<file path="config.mk">
export PLATFORM = sky130hd
export DESIGN_NAME = bp_sacc_dma_fetch
export DESIGN_NICKNAME = d
export VERILOG_FILES = /design/src/rtl/bp_sacc_dma_fetch.sv
export SDC_FILE = /design/constraint.sdc
export NUM_CORES = 1
export LEC_CHECK = 0
export CORE_ASPECT_RATIO = 1.4
export CORE_UTILIZATION = 45
export CTS_CLUSTER_DIAMETER = 200
export DETAILED_ROUTE_END_ITERATION = 8
export PLACE_DENSITY = 0.88
export SLEW_MARGIN = 20
export SYNTH_ARGS = -nofsm -noshare
export SYNTH_HDL_FRONTEND = slang
export SYNTH_SLANG_ARGS = --single-unit
</file>
<file path="constraint.sdc">
create_clock -name clk_i -period 4.5 [get_ports clk_i]
set_clock_uncertainty 0.2 [all_clocks]
set_input_delay 0.675 -clock clk_i [delete_from_list [all_inputs] [get_ports clk_i]]
set_output_delay 0.675 -clock clk_i [all_outputs]
set_load 0.03 [all_outputs]
</file>
<file path="src/rtl/bp_sacc_dma_fetch.sv">
// Scratchpad DMA fetch engine: streams length_i 64-bit reads from base_addr_i into a scratchpad.
// Optional bounds check on start (error_o port) is enabled by defining BP_SACC_DMA_BOUNDS_CHECK_EN.
module bp_sacc_dma_fetch #(
    parameter int paddr_width_p     = 40,
    parameter int spm_els_p         = 4096,
    parameter int max_outstanding_p = 4
) (
    input  logic                          clk_i,
    input  logic                          reset_i,
    input  logic                          start_i,
    input  logic [paddr_width_p-1:0]      base_addr_i,
    input  logic [15:0]                   length_i,
    input  logic [1:0]                    spm_sel_i,
    output logic                          busy_o,
    output logic                          done_o,
`ifdef BP_SACC_DMA_BOUNDS_CHECK_EN
    output logic                          error_o,
`endif
    output logic                          cmd_v_o,
    output logic [paddr_width_p-1:0]      cmd_addr_o,
    input  logic                          cmd_yumi_i,
    input  logic                          resp_v_i,
    input  logic [63:0]                   resp_data_i,
    output logic                          resp_ready_o,
    output logic                          spm_w_v_o,
    output logic [1:0]                    spm_sel_o,
    output logic [$clog2(spm_els_p)-1:0]  spm_addr_o,
    output logic [63:0]                   spm_data_o
);

    localparam int spm_idx_w_lp = $clog2(spm_els_p);
    localparam int out_w_lp     = $clog2(max_outstanding_p + 1);
    localparam logic [out_w_lp-1:0] out_max_lp = out_w_lp'(max_outstanding_p);
    localparam logic [31:0] spm_els_lp = 32'(spm_els_p);

    typedef enum logic [1:0] {
        IDLE  = 2'd0,
        ISSUE = 2'd1,
        DRAIN = 2'd2,
        DONE  = 2'd3
    } state_e;

    state_e                     state_r;
    state_e                     state_s;
    logic [paddr_width_p-1:0]   base_r;
    logic [15:0]                length_r;
    logic [1:0]                 sel_r;
    logic [15:0]                issued_r;
    logic [15:0]                received_r;
    logic [out_w_lp-1:0]        outst_r;
    logic                       done_r;
    logic                       error_r;

    logic                       start_acc_s;
    logic                       start_err_s;
    logic                       bounds_err_s;
    logic                       cmd_v_s;
    logic                       yumi_acc_s;
    logic                       resp_acc_s;
    logic [paddr_width_p-1:0]   offset_s;

`ifdef BP_SACC_DMA_BOUNDS_CHECK_EN
    assign bounds_err_s = ({16'd0, length_i} > spm_els_lp);
    assign error_o      = error_r;
`else
    assign bounds_err_s = 1'b0;
`endif

    assign cmd_v_s    = (state_r == ISSUE) && (outst_r < out_max_lp) && (issued_r != length_r);
    assign yumi_acc_s = cmd_yumi_i && cmd_v_s;
    // Responses outside an active transfer (including stragglers after reset) are dropped.
    assign resp_acc_s = resp_v_i && ((state_r == ISSUE) || (state_r == DRAIN));
    assign offset_s   = paddr_width_p'({issued_r, 3'b000});

    // Next-state and start-acceptance decode.
    always_comb begin
        state_s     = state_r;
        start_acc_s = 1'b0;
        start_err_s = 1'b0;
        case (state_r)
            IDLE: begin
                if (start_i && bounds_err_s) begin
                    start_err_s = 1'b1;
                    state_s     = IDLE;
                end else if (start_i) begin
                    start_acc_s = 1'b1;
                    state_s     = (length_i == 16'd0) ? DONE : ISSUE;
                end else begin
                    state_s = IDLE;
                end
            end
            ISSUE: begin
                if (yumi_acc_s && ((issued_r + 16'd1) == length_r)) begin
                    state_s = DRAIN;
                end else begin
                    state_s = ISSUE;
                end
            end
            DRAIN: begin
                if (received_r == length_r) begin
                    state_s = DONE;
                end else begin
                    state_s = DRAIN;
                end
            end
            DONE:    state_s = IDLE;
            default: state_s = IDLE;
        endcase
    end

    // FSM state register.
    always_ff @(posedge clk_i or posedge reset_i) begin
        if (reset_i) begin
            state_r <= IDLE;
        end else begin
            state_r <= state_s;
        end
    end

    // Transfer descriptor latched on an accepted start.
    always_ff @(posedge clk_i or posedge reset_i) begin
        if (reset_i) begin
            base_r   <= {paddr_width_p{1'b0}};
            length_r <= 16'd0;
            sel_r    <= 2'd0;
        end else if (start_acc_s) begin
            base_r   <= base_addr_i;
            length_r <= length_i;
            sel_r    <= spm_sel_i;
        end
    end

    // Issued / received / outstanding bookkeeping.
    always_ff @(posedge clk_i or posedge reset_i) begin
        if (reset_i) begin
            issued_r   <= 16'd0;
            received_r <= 16'd0;
            outst_r    <= {out_w_lp{1'b0}};
        end else if (start_acc_s) begin
            issued_r   <= 16'd0;
            received_r <= 16'd0;
            outst_r    <= {out_w_lp{1'b0}};
        end else begin
            if (yumi_acc_s) begin
                issued_r <= issued_r + 16'd1;
            end
            if (resp_acc_s) begin
                received_r <= received_r + 16'd1;
            end
            case ({yumi_acc_s, resp_acc_s})
                2'b10:   outst_r <= outst_r + {{(out_w_lp-1){1'b0}}, 1'b1};
                2'b01:   outst_r <= (outst_r != {out_w_lp{1'b0}}) ? (outst_r - {{(out_w_lp-1){1'b0}}, 1'b1}) : outst_r;
                default: outst_r <= outst_r;
            endcase
        end
    end

    // Sticky completion and bounds-error flags; setting done wins over the clearing start.
    always_ff @(posedge clk_i or posedge reset_i) begin
        if (reset_i) begin
            done_r  <= 1'b0;
            error_r <= 1'b0;
        end else begin
            if ((state_s == DONE) && (state_r != DONE)) begin
                done_r <= 1'b1;
            end else if (start_acc_s) begin
                done_r <= 1'b0;
            end
            if (start_err_s) begin
                error_r <= 1'b1;
            end else if (start_acc_s) begin
                error_r <= 1'b0;
            end
        end
    end

    assign busy_o       = (state_r == ISSUE) || (state_r == DRAIN);
    assign done_o       = done_r;
    assign cmd_v_o      = cmd_v_s;
    assign cmd_addr_o   = base_r + offset_s;
    assign resp_ready_o = 1'b1;
    assign spm_w_v_o    = resp_acc_s;
    assign spm_sel_o    = resp_acc_s ? sel_r : 2'd0;
    assign spm_addr_o   = resp_acc_s ? received_r[spm_idx_w_lp-1:0] : {spm_idx_w_lp{1'b0}};
    assign spm_data_o   = resp_acc_s ? resp_data_i : 64'd0;

`ifndef BP_SACC_DMA_BOUNDS_CHECK_EN
    logic unused_s;
    assign unused_s = error_r ^ start_err_s ^ (|spm_els_lp);
`endif

endmodule

</file>
==> After elaboration in Yosys (flattened, before gate mapping) <==
Cells that the tools add are included.
{ "totals": {"out_inout_bits": 123, "reg_bits": 96, "in_bits": 127, "romBits": 0, "mem_bits_rw": 0, "word_cells": 59, "n_memories": 0, "latchBits": 0} }
{ "op_classes": {"add_sub_neg": 5, "bitwise_logic": 0, "n_div": 0, "n_reduce_logical": 15, "n_eq_ne": 11, "order_cmp": 1, "n_mul": 0, "n_mux": 19, "n_shift": 0} }
{ "ops": {"columns": ["op", "n"], "rows": [
  ["$mux W16", 4],
  ["$mux W64", 1],
  ["$add A40 B19 Y40", 1],
  ["$add A16 B1 Y16 const B", 2],
  ["$eq A16 B16 Y1", 2],
  ["$logic_not A16 Y1", 1],
  ["$ne A16 B16 Y1", 1],
  ["$mux W12", 1],
  ["$eq A2 B2 Y1 const B", 4],
  ["$mux W2", 4],
  ["$pmux W2 S4", 1],
  ["$logic_and A1 B1 Y1", 6],
  ["$mux W3", 2],
  ["$pmux W3 S2", 1],
  ["$reduce_bool A2 Y1", 3],
  ["$reduce_bool A3 Y1", 2],
  ["$mux W1", 5],
  ["$eq A2 B1 Y1 const B", 2],
  ["$add A3 B1 Y3 const B", 1],
  ["$lt A3 B3 Y1 const B", 1],
  ["$ne A3 B3 Y1 const B", 1],
  ["$sub A3 B1 Y3 const B", 1],
  ["$logic_not A2 Y1", 1],
  ["$ne A2 B2 Y1 const B", 1],
  ["other kinds (2)", 2]
]} }

==> Longest topological paths before layout <==
Gate-level depths: netlist (run 1).
{ "depth": {"ltp_word": 10, "depth_mapped": 12, "ltp_nobuf": 11} }

==> Worst setup path after synthesis (run 1) <==
No wires, ideal clock.
{ "synth_timing": {"path_type": "reg2out", "from": "reg issued_r[0]", "to": "out cmd_addr_o[25]", "t_arrival_ns": 2.982, "stages_incl_launch_ff": 13, "n_path_buf": 1, "path_slack_ns": 0.643, "required_time_ns": 3.625, "path_cell_list": "dfrtp_1 > ha_1 > inv_1 > fa_1 > nor2b_1 > o21a_1 > o21ai_0 > a211oi_1 > o211ai_1 > a21boi_0 > clkbuf_1 > o21ai_0 > xnor2_1"} }
{ "synth_between": {"elab_chain_cells": 1} }
{ "synth_rtl": {"columns": ["item", "line", "rtl"], "rows": [
  ["start, declared", "48", "logic [15:0] issued_r;"],
  ["start signal, assigned", "145", "issued_r <= issued_r + 16'd1;"],
  ["$add A40 B19 Y40", "180", "assign cmd_addr_o = base_r + offset_s;"],
  ["end, declared", "20", "output logic [paddr_width_p-1:0] cmd_addr_o,"]
]} }
No other way between the ends.

==> Worst setup path in the final report (run 1) <==
{ "layout_timing": {"from": "reg issued_r[1]", "to": "out cmd_addr_o[14]"} }
The elaborated chain is that of the path after synthesis.

==> impl_results.md, run 1 <==
- Status: completed
- Ant. Diodes: 0
- Largest net degree at the start of global routing: 97
- WS Path Type: reg2out
- Yosys warning total: 0
- CP peak stage delay: 0.68 ns
- Clk root buf: clkbuf_16
- Vias in the first global route: 6,391
- Mapped Nets: 959
- Critical-path top delay cell: clkdlybuf4s50_1
- Inserted Clock Buffers: 9
- Hpwl dp: around 14,000 um
- Die X-Extent: 104 um
- PortBufs: 248
- Fmax: 232 MHz
- Mapped Area: 6570 sq um
- Router iterations before antenna repair: 5
- Residual DRC count: 0
- Die Ht: 145 um
- Initial core utilization: 46.6%
- H-tree depth: 3
- CTS tree: done
- First-pass GRT wire length: around 32,000 um
- Clock Path Buffers: 2
- Layout cells sized above 1: around 5%
- Wirelength per Cell: 15.9 um
- GRT Total Usage: 26.0%
- Post-synthesis simple-gate area fraction: between 30% and 40%
- Setup bufs post-CTS: 0
- Vias per Instance: 5.34
- Worst-path clk slew: ~0.070 ns
- Initial antenna violation count: 0
- Mux share of post-synthesis cell area: less than 1%
- Post-synth EDFFs: 0
- Distinct cell type count after synthesis: 62
- Final Util: 66.7%
- Worst slew pin tran: 1.01 ns
- DR iter-0 viols: 439
- Clock period minus worst slack: between 4 and 5 ns
- # clock sinks: 96
- Pleak: 4.57 nW
- Setup tns final: 0 ns
- Compound-Gate Fraction of Synth Area: under 10%
- CP max FO: 7
- Setup crit start kind: flip-flop
- Fin. Hold Viols: 0
- Final setup viols: 0
- Synth Flop Type: dfrtp_1
- Worst vdd ir: about 0.42 mV
- Largest family of logic cells by synthesized area: simple AND/OR/NAND/NOR gates
- Arr. time, crit path: between 3 and 4 ns
- Routed Antenna Nets: 0
- Unrepaired setup endpoints after global routing: false
- Max Slew Vio Count: 0
- Overflow after GRT: 0
- Core Region: 14,100 sq um
- Mean post-synth cell area: 8.14 sq um
- Fin nets: between 1,000 and 1,500
- # rows: 51
- DR vias: 6,481
- Crit-path cells: ha_1, a21o_1, a21oi_1, o21ai_0, a41o_1, and2_1, o21a_1, o41a_1, xnor2_1, clkdlybuf4s50_1
- Register area share after synthesis: 36.6%
- Area Growth Syn to Fin: 43.1%
- Area share of xor/xnor cells in the synthesized design: 14.0%
- Synthesis-stage register bit count: 96
- RePlAce Congestion: 0.864
- Post-Synthesis Cells: 807
- Max_cap viols: 0
- Post-synth ARST share: 100%
- Crit share post-route: roughly 96%
- Drt total wl: 19,300 um
- Max-slew headroom: 32.9%
- PwrDens: about 530 nW/um^2
- Worst setup EP type: primary output
- Die area: 15,100 sq um
- Clk_lat worst skew: 0.35 ns
- Synth Area in Adders: 4.99%
- I/O Pins: 250
- Min-Delay Path Class: reg2reg
- Worst Path Required: 3.62 ns
[area by class of cell]
type	instances	area, sq um
clock buffers	11	243
clock inverters	5	63.8
fillers	1128	4700
inverters	22	83.8
multi-input cells	640	3860
flip-flops and latches	96	2400
well taps	185	231
repair buffers	254	2520
[what timing repair did]
action                                  4_1_cts  5_1_grt
gates resized for setup                       0       13
hold buffers                                  0        0
endpoints found under the setup margin        0       15
[flip-flops by register name (all words and copies together), names as in the netlist]
signal	flops
state_r	2
issued_r	16
length_r	16
base_r	40
sel_r	2
outst_r	3
done_o	1
received_r	16
[metrics by stage]
step                      hold WS [ns]  total power (W)  std cells  cell area (sq um)  setup WS, ns
after global routing             0.299          0.00532       1213               9400        0.0200
after global placement           0.251          0.00418       1197               9060         0.453
after detailed placement         0.260          0.00423       1197               9060         0.415
after floorplan                  0.239          0.00323        807               6570         0.643
after CTS                        0.276          0.00503       1213               9370        0.0164
final                            0.275          0.00502       1213               9400         0.186
[cells in the mapped netlist (3+ instances only)]
| cell type | n | area, sq um |
|---|---|---|
| inv_1 | 21 | 78.8 |
| nor4_1 | 10 | 62.6 |
| nor2_1 | 58 | 218 |
| nor3_1 | 19 | 95.1 |
| o2111ai_1 | 3 | 26.3 |
| a211oi_1 | 3 | 22.5 |
| o21ai_0 | 15 | 75.1 |
| xnor2_1 | 51 | 447 |
| clkbuf_1 | 37 | 139 |
| nand2b_1 | 4 | 25.0 |
| o211ai_1 | 6 | 45.0 |
| and4_1 | 5 | 43.8 |
| nand4_1 | 8 | 50.1 |
| o21a_1 | 3 | 22.5 |
| a21oi_1 | 23 | 115 |
| a21o_1 | 5 | 37.5 |
| a31oi_1 | 3 | 18.8 |
| nand3_1 | 20 | 100 |
| and3_1 | 83 | 519 |
| nand2_1 | 200 | 751 |
| dfrtp_1 | 96 | 2400 |
| buf_1 | 3 | 11.3 |
| xor2_1 | 52 | 455 |
| or3_1 | 4 | 25.0 |
| nand3b_1 | 3 | 22.5 |
| and2_1 | 3 | 18.8 |
| buf_4 | 4 | 30.0 |
| ha_1 | 23 | 288 |
[cells by family (layout without fill, tap and decap cells)]
family / count (synthesis) / in the layout
adders and majority gates: 25 / 25
and+or+nand+nor: 427 / 427
xor gates and xnor gates: 104 / 104
DFF: 96 / 96
AOI/OAI and AO/OA: 82 / 82
other: 1 / 1
muxes: 1 / 1
buffers and inverters: 71 / 292
[where the power goes]
part / internal [W] / switching (W)
sequential: 0.00116 / 0.000354
combinational: 0.00113 / 0.00160
clock: 0.000450 / 0.000333
[metal layers]
| metal | track usage, % | up-vias | part of all wire [%] |
|---|---|---|---|
| li1 | - | 3137 | - |
| met1 | 31.1 | 3093 | 41 |
| met2 | 45.7 | 211 | 50 |
| met3 | 6.29 | 40 | 5.8 |
| met4 | 7.93 | 0 | 2.6 |
| met5 | 0 | - | 0 |
[worst max-delay path: cells and delay by family, from the launching register on]
family | cells | cell delay [ns]
AO/OA/AOI/OAI | 6 | 1.37
adder cells (fa/ha/maj) | 1 | 0.30
AND/OR/NAND/NOR | 1 | 0.17
flip-flops | 1 | 0.46
buffers and inverters | 1 | 0.68
XOR/XNOR | 1 | 0.13
[cells in the final DEF, fill, tap and decap left out, drive strengths merged, types with 19 or more instances in the layout]
cell type | synthesis | routed
clkdlybuf4s50 | 0 | 225
nand2 | 202 | 202
dfrtp | 96 | 96
and3 | 84 | 84
nor2 | 58 | 58
xor2 | 52 | 52
xnor2 | 52 | 52
a21oi | 24 | 24
ha | 23 | 23
inv | 21 | 21
nand3 | 20 | 20
nor3 | 19 | 19
[final timing paths]
check,slack [ns],cells past startpoint,start,to
min in group asynchronous,0.64,2,reset_i,base_r[34]
min reg2reg,0.28,2,sel_r[0],sel_r[0]
max,0.19,10,issued_r[1],cmd_addr_o[14]
min,0.28,2,sel_r[0],sel_r[0]
max in group asynchronous,2.64,3,reset_i,base_r[3]
max reg2reg,1.13,11,length_r[7],outst_r[1]
No activity file was read; power rests on OpenSTA's default activity.
==> run 2, diff against run 1 <==
--- a/config.mk
+++ b/config.mk
@@ -10,6 +10,7 @@
 export CTS_CLUSTER_DIAMETER = 200
 export DETAILED_ROUTE_END_ITERATION = 8
 export PLACE_DENSITY = 0.88
+export SETUP_SLACK_MARGIN = 0.15
 export SLEW_MARGIN = 20
 export SYNTH_ARGS = -nofsm -noshare
 export SYNTH_HDL_FRONTEND = slang
==> run 2 against run 1 <==
Net effect: sequential power barely moved; core utilization down 0.19 points; non-clock buffer count is 1 higher; critical path depth is 1 lower; cell count about the same; wire length increased by 0.43%; global-route usage unchanged; via count grew 0.82%; largest power group unchanged.
==> impl_results.md, run 2 (synthesis results as in run 1) <==
- RePlAce Congestion: 0.864 (unchanged)
- Pleak: 4.50 nW (was 4.57 nW)
- CP peak stage delay: 0.69 ns (was 0.68 ns)
- Hpwl dp: 14,500 um (unchanged)
- Clk_lat worst skew: 0.35 ns (about the same)
- Drt total wl: 19,400 um (was 19,300 um)
- Biggest register: base_r (unchanged)
- Arr. time, crit path: 3.33 ns (was 3.44 ns)
- Worst vdd ir: 0.416 mV (was 0.423 mV)
- PortBufs: 248 (unchanged)
- Worst Path Required: 3.62 ns (about the same)
- Clk root buf: clkbuf_16 (unchanged)
- WS Path Type: reg2out (unchanged)
- Area of the multi-input gates: 3860 sq um (unchanged)
- First-pass GRT wire length: 31,800 um (unchanged)
- Router iterations before antenna repair: 7 (was 5)
- Fmax: 238 MHz (was 232 MHz)
- Max reg flops: 40 (unchanged)
- Largest net degree at the start of global routing: 97 (unchanged)
- H-tree depth: 3 (unchanged)
- Core Region: 14,100 sq um (unchanged)
- Worst slew pin tran: 1.03 ns (was 1.01 ns)
- Worst setup EP type: primary output (unchanged)
- CTS tree: done (unchanged)
- # clock sinks: 96 (unchanged)
- Commonest non-fill, non-tap cell in the layout: clkdlybuf4s50_1 (unchanged)
- DR vias: 6,534 (was 6,481)
- Wirelength per Cell: 16.0 um (was 15.9 um)
- PwrDens: 533 nW/um^2 (was 534 nW/um^2)
- Die area: 15,100 sq um (unchanged)
- Crit share post-route: 93.5% (was 95.9%)
- Post-route cell area: 9380 sq um (was 9400 sq um)
- Setup tns final: 0 ns (unchanged)
- Most frequent cells in the layout: 222 x clkdlybuf4s50_1, 199 x nand2_1, 95 x dfrtp_1 (was 225 x clkdlybuf4s50_1, 199 x nand2_1, 96 x dfrtp_1)
- Max Slew Vio Count: 0 (unchanged)
- GRT Total Usage: 26.0% (unchanged)
- Fin nets: 1,176 (was 1,175)
- Min-Delay Path Class: reg2reg (unchanged)
- Fin. Hold Viols: 0 (unchanged)
- Worst-path clk slew: 0.07 ns (about the same)
- Residual DRC count: 0 (unchanged)
- Die X-Extent: 104 um (unchanged)
- Clock period minus worst slack: 4.21 ns (was 4.31 ns)
- Fillers: 1,142 (was 1,128)
- Final setup viols: 0 (unchanged)
- I/O Pins: 250 (unchanged)
- Status: completed (unchanged)
- Layout cells sized above 1: 5.34% (was 4.96%)
- Initial core utilization: 46.6% (unchanged)
- Area Growth Syn to Fin: 42.7% (was 43.1%)
- Inserted Clock Buffers: 9 (unchanged)
- # rows: 51 (unchanged)
- Final Util: 66.5% (was 66.7%)
- Placed inst area: 9060 sq um (unchanged)
- CP max FO: 7 (unchanged)
- Final hold slack: 0.280 ns (was 0.275 ns)
- Max_cap viols: 0 (unchanged)
- Clock Path Buffers: 2 (unchanged)
- Vias per Instance: 5.38 (was 5.34)
- Top delay family on crit path: compound AO/OA/AOI/OAI gates (unchanged)
- DR iter-0 viols: 399 (was 439)
- Reg area: 2400 sq um (about the same)
- Max-slew headroom: 31.2% (was 32.9%)
- Hold buffer count at CTS: 0 (unchanged)
- Overflow after GRT: 0 (unchanged)
- Vias in the first global route: 6,391 (unchanged)
- Worst path bufs/invs: 1 (unchanged)
- Critical-path top delay cell: clkdlybuf4s50_1 (unchanged)
- Routed Antenna Nets: 0 (unchanged)
- Setup crit start kind: flip-flop (unchanged)
- Die Ht: 145 um (unchanged)
- Ant. Diodes: 0 (unchanged)
- Initial antenna violation count: 0 (unchanged)
- Unrepaired setup endpoints after global routing: false (unchanged)
- Crit-path cells: ha_1, a21o_1, a21o_1, a21oi_1, o21ai_0, or3_1, a21oi_1, xnor2_1, clkdlybuf4s50_1 (was ha_1, a21o_1, a21oi_1, o21ai_0, a41o_1, and2_1, o21a_1, o41a_1, xnor2_1, clkdlybuf4s50_1)
## run 2: cell count changes in the layout (fill, tap and decap cells not counted), sizes merged
cell / previous run / this run
buf: 18 / 19
clkdlybuf4s50: 225 / 222
clkdlybuf4s15: 0 / 2
dlygate4sd2: 0 / 6
clkbuf: 11 / 13
dlymetal6s2s: 11 / 4
## run 2: metal layers
layer  global-route usage (%)  vias to the layer above  part of all wire (%)
li1                         -                     3149                     -
met1                     31.1                     3108                    41
met2                     45.7                      234                    51
met3                     6.29                       43                   6.3
met4                     7.93                        0                   2.6
met5                        0                        -                     0
## run 2: power by group
part / switching (W) / internal [W]
combinational: 0.00160 / 0.00110
clock: 0.000336 / 0.000450
sequential: 0.000352 / 0.00116
total: 0.00229 / 0.00271
## run 2: worst paths after layout
check / start / end / slack (ns) / cells after the start
max: issued_r[9] / cmd_addr_o[17] / 0.29 / 9
min in group asynchronous: reset_i / base_r[34] / 0.63 / 2
max in group asynchronous: reset_i / issued_r[0] / 2.62 / 3
min reg2reg: sel_r[0] / sel_r[0] / 0.28 / 2
max reg2reg: length_r[7] / outst_r[1] / 1.14 / 11
min: sel_r[0] / sel_r[0] / 0.28 / 2
## run 2: final cells by class
cell class / count / area share (%)
multi-input cells: 640 / 41.1
clock inverters: 5 / 0.680
clock buffers: 11 / 2.59
flip-flops and latches: 96 / 25.6
repair buffers: 255 / 26.6
inverters: 22 / 0.894
well taps: 185 / 2.47
## run 2: timing repair
action                                  CTS  global route
buffers inserted                          0             1
endpoints found under the setup margin   10            20
gates resized for setup                  10            13
pin swaps                                 0             1
cloned                                    0             0
## run 2: worst reg2reg max path: stages (launching register included)
cell and delay, ns:
dfrtp_1 0.47, xnor2_1 0.29, nand4_1 0.14, or4_4 0.57, o2111ai_2 0.47, nand2_2 0.15, inv_1 0.09, fa_1 0.45
o21ai_0 0.10, o21ai_0 0.10, nand2_1 0.09, a31oi_1 0.09
## run 2: metrics by stage
step	instances	setup slack, ns	total power, W
after detailed placement	1197	0.415	0.00423
after global routing	1214	0.135	0.00530
after global placement	1197	0.453	0.00418
after CTS	1213	0.184	0.00500
final	1214	0.291	0.00500
after floorplan	807	0.643	0.00323
==> run 3, diff against run 2 <==
--- a/config.mk
+++ b/config.mk
@@ -6,6 +6,7 @@
 export NUM_CORES = 1
 export LEC_CHECK = 0
 export CORE_ASPECT_RATIO = 1.4
+export CORE_MARGIN = 2
 export CORE_UTILIZATION = 45
 export CTS_CLUSTER_DIAMETER = 200
 export DETAILED_ROUTE_END_ITERATION = 8
==> run 3 against run 2 <==
Net effect: worst hold slack worse by 0.0048 ns; highest routed layer unchanged; largest cell class unchanged; register-to-register slack better by 0.02 ns; sequential share of layout area is 0.14 points lower; critical path type unchanged.
==> impl_results.md, run 3 (synthesis results as in run 1) <==
- # clock sinks: 96 (unchanged)
- CTS tree: done (unchanged)
- CP max FO: 10 (was 7)
- Max-slew headroom: 45.7% (was 31.2%)
- Setup bufs post-CTS: 0 (unchanged)
- Worst Path Required: 3.62 ns (about the same)
- Clk root buf: clkbuf_16 (unchanged)
- H-tree depth: 3 (unchanged)
- Final Non-Filler Cells: 1,218 (was 1,214)
- Pleak: 4.52 nW (was 4.50 nW)
- Initial core utilization: 45.7% (was 46.6%)
- Status: completed (unchanged)
- DR vias: 6,470 (was 6,534)
- PortBufs: 248 (unchanged)
- Vias in the first global route: 6,429 (was 6,391)
- PwrDens: 539 nW/um^2 (was 533 nW/um^2)
- Crit share post-route: 94.2% (was 93.5%)
- Post-route cell area: 9440 sq um (was 9380 sq um)
- Placed inst area: 9110 sq um (was 9060 sq um)
- Worst setup EP type: primary output (unchanged)
- Setup crit start kind: flip-flop (unchanged)
- DR iter-0 viols: 366 (was 399)
- Hold buffer count at CTS: 0 (unchanged)
- Fmax: 236 MHz (was 238 MHz)
- Overflow after GRT: 0 (unchanged)
- I/O Pins: 250 (unchanged)
- Worst slew pin tran: 0.814 ns (was 1.03 ns)
- Setup tns final: 0 ns (unchanged)
- Min-Delay Path Class: reg2reg (unchanged)
- Commonest non-fill, non-tap cell in the layout: clkdlybuf4s50_1 (unchanged)
- Max_cap viols: 0 (unchanged)
- Vias per Instance: 5.31 (was 5.38)
- Routed Antenna Nets: 0 (unchanged)
- Biggest register: base_r (unchanged)
- Clk_lat worst skew: 0.35 ns (about the same)
- Arr. time, crit path: 3.36 ns (was 3.33 ns)
- Final Util: 65.6% (was 66.5%)
- Die area: 15,600 sq um (was 15,100 sq um)
- Die X-Extent: 106 um (was 104 um)
- Inserted Clock Buffers: 9 (unchanged)
- Max Slew Vio Count: 0 (unchanged)
- Worst reg-to-reg setup slack: 1.16 ns (was 1.14 ns)
- Worst vdd ir: 0.382 mV (was 0.416 mV)
- Area Growth Syn to Fin: 43.6% (was 42.7%)
- Fin nets: 1,176 (unchanged)
- Die Ht: 147 um (was 145 um)
- Final setup viols: 0 (unchanged)
- Hpwl dp: 14,600 um (was 14,500 um)
- Min-Delay Path Depth: 2 (unchanged)
- Unrepaired setup endpoints after global routing: false (unchanged)
- FF-to-FF path depth: 11 (unchanged)
- Ant. Diodes: 0 (unchanged)
- Residual DRC count: 0 (unchanged)
- GRT Total Usage: 25.7% (was 26.0%)
- Clock Path Buffers: 2 (unchanged)
- Router iterations before antenna repair: 4 (was 7)
- Max reg flops: 40 (unchanged)
- Largest net degree at the start of global routing: 72 (was 97)
- First-pass GRT wire length: 32,500 um (was 31,800 um)
- RePlAce Congestion: 0.940 (was 0.864)
- Initial antenna violation count: 0 (unchanged)
- Wirelength per Cell: 16.2 um (was 16.0 um)
- Most frequent cells in the layout: 221 x clkdlybuf4s50_1, 199 x nand2_1, 94 x dfrtp_1 (was 222 x clkdlybuf4s50_1, 199 x nand2_1, 95 x dfrtp_1)
- Drt total wl: 19,800 um (was 19,400 um)
- Placed Cells: 1,202 (was 1,197)
- Fin. Hold Viols: 0 (unchanged)
- Fillers: 1,149 (was 1,142)
- WS Path Type: reg2out (unchanged)
- Clock period minus worst slack: 4.24 ns (was 4.21 ns)
- Worst-path clk slew: 0.07 ns (about the same)
- Layout cells sized above 1: 5.73% (was 5.34%)
- # rows: 52 (was 51)
- Core Region: 14,400 sq um (was 14,100 sq um)
## run 3: routing by layer
layer	vias up	GRT usage [%]	share of wire (%)
li1	3146	-	-
met1	3049	31.1	40
met2	226	44.2	51
met3	49	5.86	6.5
met4	0	10.0	3.0
met5	-	0	0
## run 3: layout make-up
cell class	instances	area, sq um	share of cell area, %
flip-flops and latches	96	2400	25.5
inverters	22	83.8	0.888
multi-input cells	640	3860	40.9
repair buffers	255	2520	26.7
clock buffers	11	243	2.57
clock inverters	5	86.3	0.915
well taps	189	236	2.51
## run 3: critical path, stage by stage, from the launching register on
cell           delay (ns)
dfrtp_1              0.46
ha_1                 0.31
a21o_1               0.19
a21oi_2              0.23
o21ai_0              0.16
a41o_1               0.31
a31o_2               0.29
a221oi_2             0.24
buf_4                0.20
nor3_1               0.07
xor2_1               0.14
dlygate4sd2_1        0.41
## run 3: final timing paths
| check | endpoint | from |
|---|---|---|
| worst max-delay path | cmd_addr_o[30] | issued_r[1] |
| worst min-delay path | sel_r[0] | sel_r[0] |
| worst max register to register | outst_r[1] | issued_r[10] |
| worst min register to register | sel_r[0] | sel_r[0] |
| max in group asynchronous | base_r[13] | reset_i |
| min in group asynchronous | sel_r[0] | reset_i |
## run 3: power breakdown
| part | switching [W] | internal (W) |
|---|---|---|
| Sequential | 0.000354 | 0.00116 |
| Clock | 0.000344 | 0.000508 |
| Combinational | 0.00160 | 0.00112 |
## run 3: timing repair
action                                  in CTS  in global routing
endpoints found under the setup margin      16                 21
resized for setup                           14                 17
hold endpoints to repair                     0                  0
cloned                                       0                  0
## run 3: stage by stage
stage / power (W) / hold WS (ns) / setup WS, ns
final: 0.00508 / 0.275 / 0.262
after global routing: 0.00539 / 0.309 / 0.151
after CTS: 0.00509 / 0.278 / 0.168
after detailed placement: 0.00426 / 0.255 / 0.375
after global placement: 0.00421 / 0.252 / 0.423
after floorplan: 0.00323 / 0.239 / 0.643
